===== src/rtl/alu_seq_pkg.sv =====
// Shared types and default widths for the two-port ALU operation scheduler.
package alu_seq_pkg;

    localparam int unsigned OPW_DEF  = 3;
    localparam int unsigned RESW_DEF = 2 * OPW_DEF;

    typedef enum logic [1:0] {
        OpAdd = 2'b00,
        OpSub = 2'b01,
        OpMul = 2'b10,
        OpDiv = 2'b11
    } op_e;

    typedef enum logic [1:0] {
        StIdle = 2'b00,
        StExec = 2'b01,
        StDone = 2'b10
    } state_e;

endpackage


===== src/rtl/alu_iter_core.sv =====
// Bit-serial multiply (shift-add) and restoring divide; one operand bit per cycle.
module alu_iter_core
    import alu_seq_pkg::*;
#(
    parameter int unsigned OPW  = OPW_DEF,
    parameter int unsigned RESW = RESW_DEF
) (
    input  logic            clk,
    input  logic            rst,
    input  logic            start,
    input  logic            is_div,
    input  logic [OPW-1:0]  a,
    input  logic [OPW-1:0]  b,
    output logic            last,
    output logic [RESW-1:0] result
);

    localparam int unsigned CW = $clog2(OPW + 1);

    logic [RESW-1:0] acc_q;
    logic [RESW-1:0] mcand_q;
    logic [OPW-1:0]  sh_q;
    logic [OPW-1:0]  rem_q;
    logic [OPW-1:0]  dsr_q;
    logic            div_q;
    logic [CW-1:0]   cnt_q;

    logic [OPW:0]    rem_sh;
    logic            rem_fits;
    logic [OPW-1:0]  rem_nx;

    // The partial remainder always ends below 2^OPW, so the subtraction can be truncated.
    always_comb begin
        rem_sh   = {rem_q, sh_q[OPW-1]};
        rem_fits = (rem_sh >= {1'b0, dsr_q});
        rem_nx   = rem_fits ? (rem_sh[OPW-1:0] - dsr_q) : rem_sh[OPW-1:0];
    end

    always_ff @(posedge clk) begin
        if (rst) begin
            acc_q   <= '0;
            mcand_q <= '0;
            sh_q    <= '0;
            rem_q   <= '0;
            dsr_q   <= '0;
            div_q   <= 1'b0;
            cnt_q   <= '0;
        end else if (start) begin
            acc_q   <= '0;
            mcand_q <= RESW'(a);
            sh_q    <= is_div ? a : b;
            rem_q   <= '0;
            dsr_q   <= b;
            div_q   <= is_div;
            cnt_q   <= CW'(OPW);
        end else if (cnt_q != '0) begin
            cnt_q <= cnt_q - CW'(1);
            if (div_q) begin
                // Dividend bits leave at the top while quotient bits enter at the bottom.
                rem_q <= rem_nx;
                sh_q  <= (sh_q << 1) | OPW'(rem_fits);
            end else begin
                if (sh_q[0]) begin
                    acc_q <= acc_q + mcand_q;
                end
                mcand_q <= mcand_q << 1;
                sh_q    <= sh_q >> 1;
            end
        end
    end

    always_comb begin
        last   = (cnt_q == CW'(1));
        result = div_q ? ((RESW'(rem_q) << OPW) | RESW'(sh_q)) : acc_q;
    end

endmodule


===== src/rtl/alu_op_scheduler.sv =====
// Two-requester round-robin front end that runs one ALU operation at a time.
module alu_op_scheduler
    import alu_seq_pkg::*;
#(
    parameter int unsigned OPW  = OPW_DEF,
    parameter int unsigned RESW = RESW_DEF
) (
    input  logic            clk,
    input  logic            rst,
    input  logic [1:0]      req_valid,
    output logic [1:0]      req_ready,
    input  logic [OPW-1:0]  req0_a,
    input  logic [OPW-1:0]  req0_b,
    input  logic [OPW-1:0]  req1_a,
    input  logic [OPW-1:0]  req1_b,
    input  logic [1:0]      req0_op,
    input  logic [1:0]      req1_op,
    output logic            rsp_valid,
    input  logic            rsp_ready,
    output logic            rsp_id,
    output logic [RESW-1:0] rsp_result,
    output logic            rsp_err,
    output logic            busy
);

    state_e          state_q;
    op_e             op_q;
    logic            id_q;
    logic            prio_q;
    logic            err_q;
    logic [RESW-1:0] addsub_q;

    logic            gnt_id;
    logic            accept;
    logic [OPW-1:0]  sel_a;
    logic [OPW-1:0]  sel_b;
    op_e             sel_op;
    logic            sel_iter;
    logic            op_iter;
    logic            core_last;
    logic [RESW-1:0] core_result;

    // A lone request wins outright; contention is resolved by prio_q.
    always_comb begin
        gnt_id    = req_valid[1] & (~req_valid[0] | prio_q);
        accept    = (state_q == StIdle) & (|req_valid) & ~rst;
        req_ready = accept ? (gnt_id ? 2'b10 : 2'b01) : 2'b00;
        sel_a     = gnt_id ? req1_a : req0_a;
        sel_b     = gnt_id ? req1_b : req0_b;
        sel_op    = op_e'(gnt_id ? req1_op : req0_op);
        sel_iter  = (sel_op == OpMul) || (sel_op == OpDiv);
        op_iter   = (op_q == OpMul) || (op_q == OpDiv);
    end

    alu_iter_core #(
        .OPW  (OPW),
        .RESW (RESW)
    ) u_iter_core (
        .clk    (clk),
        .rst    (rst),
        .start  (accept & sel_iter),
        .is_div (sel_op == OpDiv),
        .a      (sel_a),
        .b      (sel_b),
        .last   (core_last),
        .result (core_result)
    );

    always_ff @(posedge clk) begin
        if (rst) begin
            state_q  <= StIdle;
            prio_q   <= 1'b0;
            id_q     <= 1'b0;
            op_q     <= OpAdd;
            err_q    <= 1'b0;
            addsub_q <= '0;
        end else begin
            unique case (state_q)
                StIdle: begin
                    if (accept) begin
                        state_q  <= StExec;
                        prio_q   <= ~gnt_id;
                        id_q     <= gnt_id;
                        op_q     <= sel_op;
                        err_q    <= (sel_op == OpDiv) && (sel_b == '0);
                        addsub_q <= (sel_op == OpSub) ? (RESW'(sel_a) - RESW'(sel_b))
                                                      : (RESW'(sel_a) + RESW'(sel_b));
                    end
                end
                StExec: begin
                    if (!op_iter || core_last) begin
                        state_q <= StDone;
                    end
                end
                StDone: begin
                    if (rsp_ready) begin
                        state_q <= StIdle;
                    end
                end
                default: state_q <= StIdle;
            endcase
        end
    end

    always_comb begin
        busy       = (state_q != StIdle);
        rsp_valid  = (state_q == StDone);
        rsp_id     = rsp_valid & id_q;
        rsp_err    = rsp_valid & err_q;
        rsp_result = rsp_valid ? (op_iter ? core_result : addsub_q) : '0;
    end

endmodule


===== config.mk =====
export PLATFORM = sky130hd
export DESIGN_NAME = alu_op_scheduler
export DESIGN_NICKNAME = d
export VERILOG_FILES = /design/src/rtl/alu_seq_pkg.sv /design/src/rtl/alu_iter_core.sv /design/src/rtl/alu_op_scheduler.sv
export SDC_FILE = /design/constraint.sdc
export NUM_CORES = 1
export LEC_CHECK = 0
export BUFFER_PORTS_ARGS = -buffer_cell sky130_fd_sc_hd__buf_2
export CAP_MARGIN = 10
export CORE_MARGIN = 2
export CORE_UTILIZATION = 46
export CTS_CLUSTER_DIAMETER = 40
export DETAILED_ROUTE_END_ITERATION = 10
export GPL_TIMING_DRIVEN = 0
export PLACE_DENSITY = 0.7
export SETUP_SLACK_MARGIN = 0.5
export SLEW_MARGIN = 0
export SYNTH_ARGS = -nofsm -noshare
export SYNTH_HDL_FRONTEND = slang
export SYNTH_SLANG_ARGS = --single-unit
export TNS_END_PERCENT = 1

===== constraint.sdc =====
create_clock -name clk -period 4.5 [get_ports clk]
set_input_delay 0.225 -clock clk [delete_from_list [all_inputs] [get_ports clk]]
set_output_delay 0.225 -clock clk [all_outputs]
set_load 0.1 [all_outputs]

==> Word-level counts from Yosys, hierarchy flattened <==
Index checks and enable logic that the tools add are counted.
{ "totals": {"regBits": 37, "output_inout_bits": 12, "wordCells": 86} }
{ "op_classes": {"add_sub_neg": 5, "n_lt_le_gt_ge": 1, "n_eq_ne": 12, "n_mux": 23, "bitwise": 13, "reduce_logical": 18} }
{ "ops": {"columns": ["cell", "n"], "rows": [
  ["$mux W3", 10],
  ["$mux W6", 4],
  ["$mux W2", 8],
  ["$eq A2 B2 Y1 const B", 5],
  ["$reduce_and A2 Y1", 4],
  ["$add A6 B6 Y6", 1],
  ["$and A1 B1 Y1", 6],
  ["$eq A2 B1 Y1 const B", 3],
  ["$or A6 B3 Y6", 1],
  ["$pmux W2 S3", 1],
  ["$reduce_and A3 Y1", 2],
  ["$reduce_bool A2 Y1", 3],
  ["$add A3 B3 Y4", 1],
  ["$ge A4 B3 Y1", 1],
  ["$ne A2 B1 Y1 const B", 2],
  ["$ne A2 B2 Y1 const B", 2],
  ["$not A1 Y1", 4],
  ["$reduce_or A2 Y1", 2],
  ["$sub A3 B3 Y4", 1],
  ["$logic_not A3 Y1", 1],
  ["$logic_or A1 B1 Y1", 3],
  ["$or A3 B1 Y3", 1],
  ["$sub A3 B3 Y3", 1],
  ["$logic_not A2 Y1", 1],
  ["other kinds (4)", 4]
]} }

==> Depth between registers and ports, before layout <==
{ "depth": {"depth_word": 9, "mapped_depth": 10} }

==> Modules after synthesis <==
A second synthesis with hierarchy kept.
{ "hier_totals": {"cells_unflattened": 278, "hier_area_um2": 2379.8} }
{ "by_module_without_submodules": {"columns": ["module", "n_inst", "cells_per_inst", "area_each_um2", "seq_area_each_um2"], "rows": [
  ["alu_iter_core", 1, 158, 1425.1, 480.5],
  ["alu_op_scheduler", 1, 120, 954.7, 220.2]
]} }

==> Least setup slack after synthesis <==
No wires, ideal clock.
{ "synth_timing": {"kind": "register to output", "startpoint": "register u_iter_core.div_q", "endpoint": "output rsp_result[3]", "arrival_ps": 3104, "required_ps": 4275, "path_slack_ps": 1171, "path_stages_with_launch": 5, "n_path_buf": 2, "path_cell_list": "dfxtp_1 -> buf_2 -> buf_2 -> mux2i_1 -> a211oi_1"} }
{ "synth_between": {"elab_chain_cells": 3} }
{ "synth_rtl": {"columns": ["item", "line_no", "rtl"], "rows": [
  ["start, declared", "alu_iter_core.sv:25", "logic div_q;"],
  ["start signal, assigned", "alu_iter_core.sv:54", "div_q <= is_div;"],
  ["$mux W6", "alu_iter_core.sv:74", "result = div_q ? ((RESW'(rem_q) << OPW) | RESW'(sh_q)) : acc_q;"],
  ["$mux W6 (2 in series)", "alu_op_scheduler.sv:110", "rsp_result = rsp_valid ? (op_iter ? core_result : addsub_q) : '0;"],
  ["end, declared", "alu_op_scheduler.sv:21", "output logic [RESW-1:0] rsp_result,"]
]} }
No other way between the ends.

==> Worst setup path in the final report <==
{ "layout_timing": {"startpoint": "register prio_q", "endpoint": "register addsub_q[2]"} }
{ "layout_between": {"elab_chain_cells": 5} }
{ "layout_rtl": {"columns": ["item", "line_no", "rtl"], "rows": [
  ["start, declared", "alu_op_scheduler.sv:29", "logic prio_q;"],
  ["start signal, assigned", "alu_op_scheduler.sv:82", "prio_q <= ~gnt_id;"],
  ["$or A1 B1 Y1 *", "alu_op_scheduler.sv:45", "gnt_id = req_valid[1] & (~req_valid[0] | prio_q);"],
  ["$and A1 B1 Y1 *", "alu_op_scheduler.sv:45", null],
  ["$mux W3 *", "alu_op_scheduler.sv:49", "sel_b = gnt_id ? req1_b : req0_b;"],
  ["net sel_b[0]", "alu_op_scheduler.sv:36", "logic [OPW-1:0] sel_b;"],
  ["$add A3 B3 Y4 or $sub A3 B3 Y4 (tied branches)", "alu_op_scheduler.sv:87, alu_op_scheduler.sv:86", null],
  ["$mux W6 *", "alu_op_scheduler.sv:86", "addsub_q <= (sel_op == OpSub) ? (RESW'(sel_a) - RESW'(sel_b))"],
  ["end signal, assigned", "alu_op_scheduler.sv:86", null],
  ["end, declared", "alu_op_scheduler.sv:31", "logic [RESW-1:0] addsub_q;"]
]} }
The timed path passes the listed nets; every way through them passes the cells marked *.
A chain may end at the register's enable or synchronous reset.

==> summary.txt <==
Timing
  • Pins over their slew limit: 0
  • Setup TNS: 0 ps
  • Final Hold Vio Count: 0
  • Fin crit share: 56.7%
  • Final setup viols: 0
  • Least-Margin Pin Slew: roughly 520 ps
  • Max Fclk: 0.392 GHz
  • Fin crit period: between 2000 and 3000 ps
  • Setup Skew: 4.80 ps
  • RSZ-0062 raised after global routing: no
  • Hold slack final: 215 ps
  • Slew Limit Headroom: between 60% and 70%

Synthesis
  • Top FF cell, synth: dfxtp_1
  • Avg Cell Area, Syn: between 8 and 9 um2
  • Most frequent cells after synthesis: dfxtp_1, nand2_1, o21ai_0
  • Top-area cell type share of the netlist area: 30.1%
  • Synthesized instance count: between 200 and 300
  • Number of synthesized flops with an enable pin: 0
  • Distinct cells, synth: 51
  • Async S/R FF share, synth: 0%
  • Count leader, synth: dfxtp_1
  • Mapped Nets: 317
  • Seq cells post-synth: 35
  • Yosys warns: 0
  • Post-synth top area cell: dfxtp_1
  • Register area share after synthesis: 30.1%
  • Largest cells by area after synthesis: dfxtp_1, ha_1, mux2i_1, nand2_1, o21ai_0
  • Synthesized area: 2330 um2

Power and ir drop
  • Worst vdd rail ir drop: 0.157 mV
  • Pwr per Cell Area: about 370 nW/um2
  • Pwr Total: 0.972 mW
  • Leakage: about 1.2 nW

Hold path
  • Hold crit path type: input pin to flip-flop

Setup path
  • Worst R2R Start: prio_q
  • Crit path top cell by count: o21a_1
  • Crit Path Max Fanout: 9
  • Crit. End Element: flip-flop
  • Reg2Reg Depth: 10
  • Slowest stage delay, CP: 390 ps
  • Setup crit start: prio_q
  • Critical path, cell by cell: nand2b_1 -> nand2_2 -> buf_2 -> mux2i_1 -> inv_1 -> ha_1 -> fa_1 -> o21a_1 -> o21a_1 -> o31ai_1
  • Req. time, crit path: 4710 ps
  • CP endpoint: addsub_q[2]
  • WS Path Type: flip-flop to flip-flop
  • Worst path arrival time: 2760 ps
  • Startpoint Class: flip-flop
  • R2r setup slk: approximately 1900 ps
  • R2R Path End: addsub_q[2]
  • Slowest CP cell: mux2i_1

Place
  • Buffers on Ports: 31
  • Final GP Congestion: just over 0.8
  • Placed cell areas: ~2600 um2
  • Hpwl dp: around 4.3 mm

Floorplan
  • Top Ports: 33
  • Die area: 5640 um2
  • Die Y-Extent: 75.1 um
  • Die X: 75.1 um
  • Placeable Area: 4790 um2
  • Num rows: 25
  • Starting density of the core: 48.6%

Clock network
  • Post-CTS Hold Buffers: 0
  • Post_cts resized: 0
  • CTS tree: done
  • Setup bufs post-CTS: 0
  • Total CTS buffers: 5
  • Worst-skew pair later-pin latency: 290 ps
  • H-Tree Depth: 2
  • Root Buffer: clkbuf_8
  • CTS sink count: 35
  • Clk buf depth: 2
  • Worst-path clk slew: 70 ps

Global route
  • Largest net degree at the start of global routing: 11
  • Vias in the first global route: 2024
  • GR Layer Usage met1: a little under a third
  • Grt met3 use: 4.42%
  • Total grt overflow: 0
  • Initial antenna violation count: 0
  • GRT Overall Usage: 21.8%
  • First-pass GRT wire length: 9.29 mm
  • Met2 Usage GRT: 34.4%
  • Layer with the highest usage: met2

Finish
  • Design Area, Final: ~2700 um2
  • Final Core Density: a little under three fifths
  • Nets: 355
  • Antenna Cells: 0
  • Fillers: 467
  • Area Growth Syn to Fin: 14.0%
  • Layout cells sized above 1: 17.8%

Job
  • Max Cap Viol: 0

Drt
  • DRC violations left: 0
  • DR WL/cell: 14.5 um
  • Initial drt markers: 76
  • Vias per cell: 5.52
  • Routed wire length: 5.56 mm
  • Vias: around 2.1k
  • DRT Pass-1 Iters: 4
  • Routed Antenna Nets: 0

Run status
  • Status: finished clean
## worst min path at each step
stage / from / to / slack [ps] / cells past startpoint
floorplan: req_valid[1] / state_q[0] / 410 / 2
global placement: id_q / id_q / 430 / 1
detailed placement: err_q / err_q / 440 / 2
CTS: rsp_ready / state_q[1] / 210 / 3
global route: rsp_ready / state_q[1] / 250 / 3
finish: rsp_ready / state_q[1] / 220 / 3
## state kept, by name, summed over array words and instances (netlist names)
register and flops:
u_iter_core.sh_q 3, state_q 2, prio_q 1, u_iter_core.div_q 1, addsub_q 5, u_iter_core.rem_q 3
u_iter_core.dsr_q 3, op_q 1, id_q 1, u_iter_core.mcand_q 6, u_iter_core.cnt_q 2, err_q 1
u_iter_core.acc_q 6
## stage by stage
| stage | std cells | setup WS, ps |
|---|---|---|
| 2_1_floorplan | 277 | 1170 |
| 3_3_place_gp | 375 | 1970 |
| 3_5_place_dp | 375 | 1960 |
| 4_1_cts | 382 | 1940 |
| 5_1_grt | 382 | 1660 |
| 6_report | 382 | 1950 |
## power breakdown
| part | switching [mW] | internal (mW) | total [mW] |
|---|---|---|---|
| combinational | 0.241 | 0.119 | 0.360 |
| sequential | 0.0297 | 0.348 | 0.377 |
| clock | 0.114 | 0.120 | 0.235 |
| total | 0.385 | 0.586 | 0.972 |
## layer usage
metal / vias up / wire (um)
met5: - / 0
met4: 0 / 60
met3: 5 / 278
met2: 34 / 2510
met1: 1003 / 2700
li1: 1067 / -
## cell usage in the layout, fill, tap and decap left out, types with 5 or more instances in the layout
master    count
a211o_1       5
a211oi_1      7
a21oi_1      17
buf_2        37
clkbuf_1      7
clkbuf_8      6
dfxtp_1      35
ha_1         15
inv_1        18
mux2i_1      16
nand2_1      26
nand2b_1      5
nand3_1      10
nor2_1       17
nor2b_1       7
o21ai_0      19
## critical path, delay by kind of cell (launching register included)
| family | cells | cell delay [ps] |
|---|---|---|
| buffers and inverters | 2 | 320 |
| AND/OR/NAND/NOR | 2 | 400 |
| AO/OA/AOI/OAI | 3 | 460 |
| multiplexers | 1 | 390 |
| flip-flops | 1 | 310 |
| adder cells (fa/ha/maj) | 2 | 590 |
## logic make-up after synthesis
group,Yosys count,synth area share (%)
AND/OR/NAND/NOR,89,20.7
AO/OA/AOI/OAI,80,22.5
flip-flops,35,30.1
buffers and inverters,31,5.32
multiplexers,19,8.33
adder cells (fa/ha/maj),19,11.5
XOR/XNOR,4,1.51
## cell type report
| cell class | count | area (um2) | share of cell area, % |
|---|---|---|---|
| clock inverter | 1 | 5.00 | 0.189 |
| clock buffer | 6 | 82.6 | 3.11 |
| tap | 67 | 83.8 | 3.16 |
| inverter | 18 | 67.6 | 2.55 |
| multi-input combinational | 211 | 1500 | 56.6 |
| buffer | 13 | 56.3 | 2.12 |
| timing repair buffer | 31 | 155 | 5.85 |
| sequential | 35 | 701 | 26.4 |
Power figures use the tool's default switching activity.
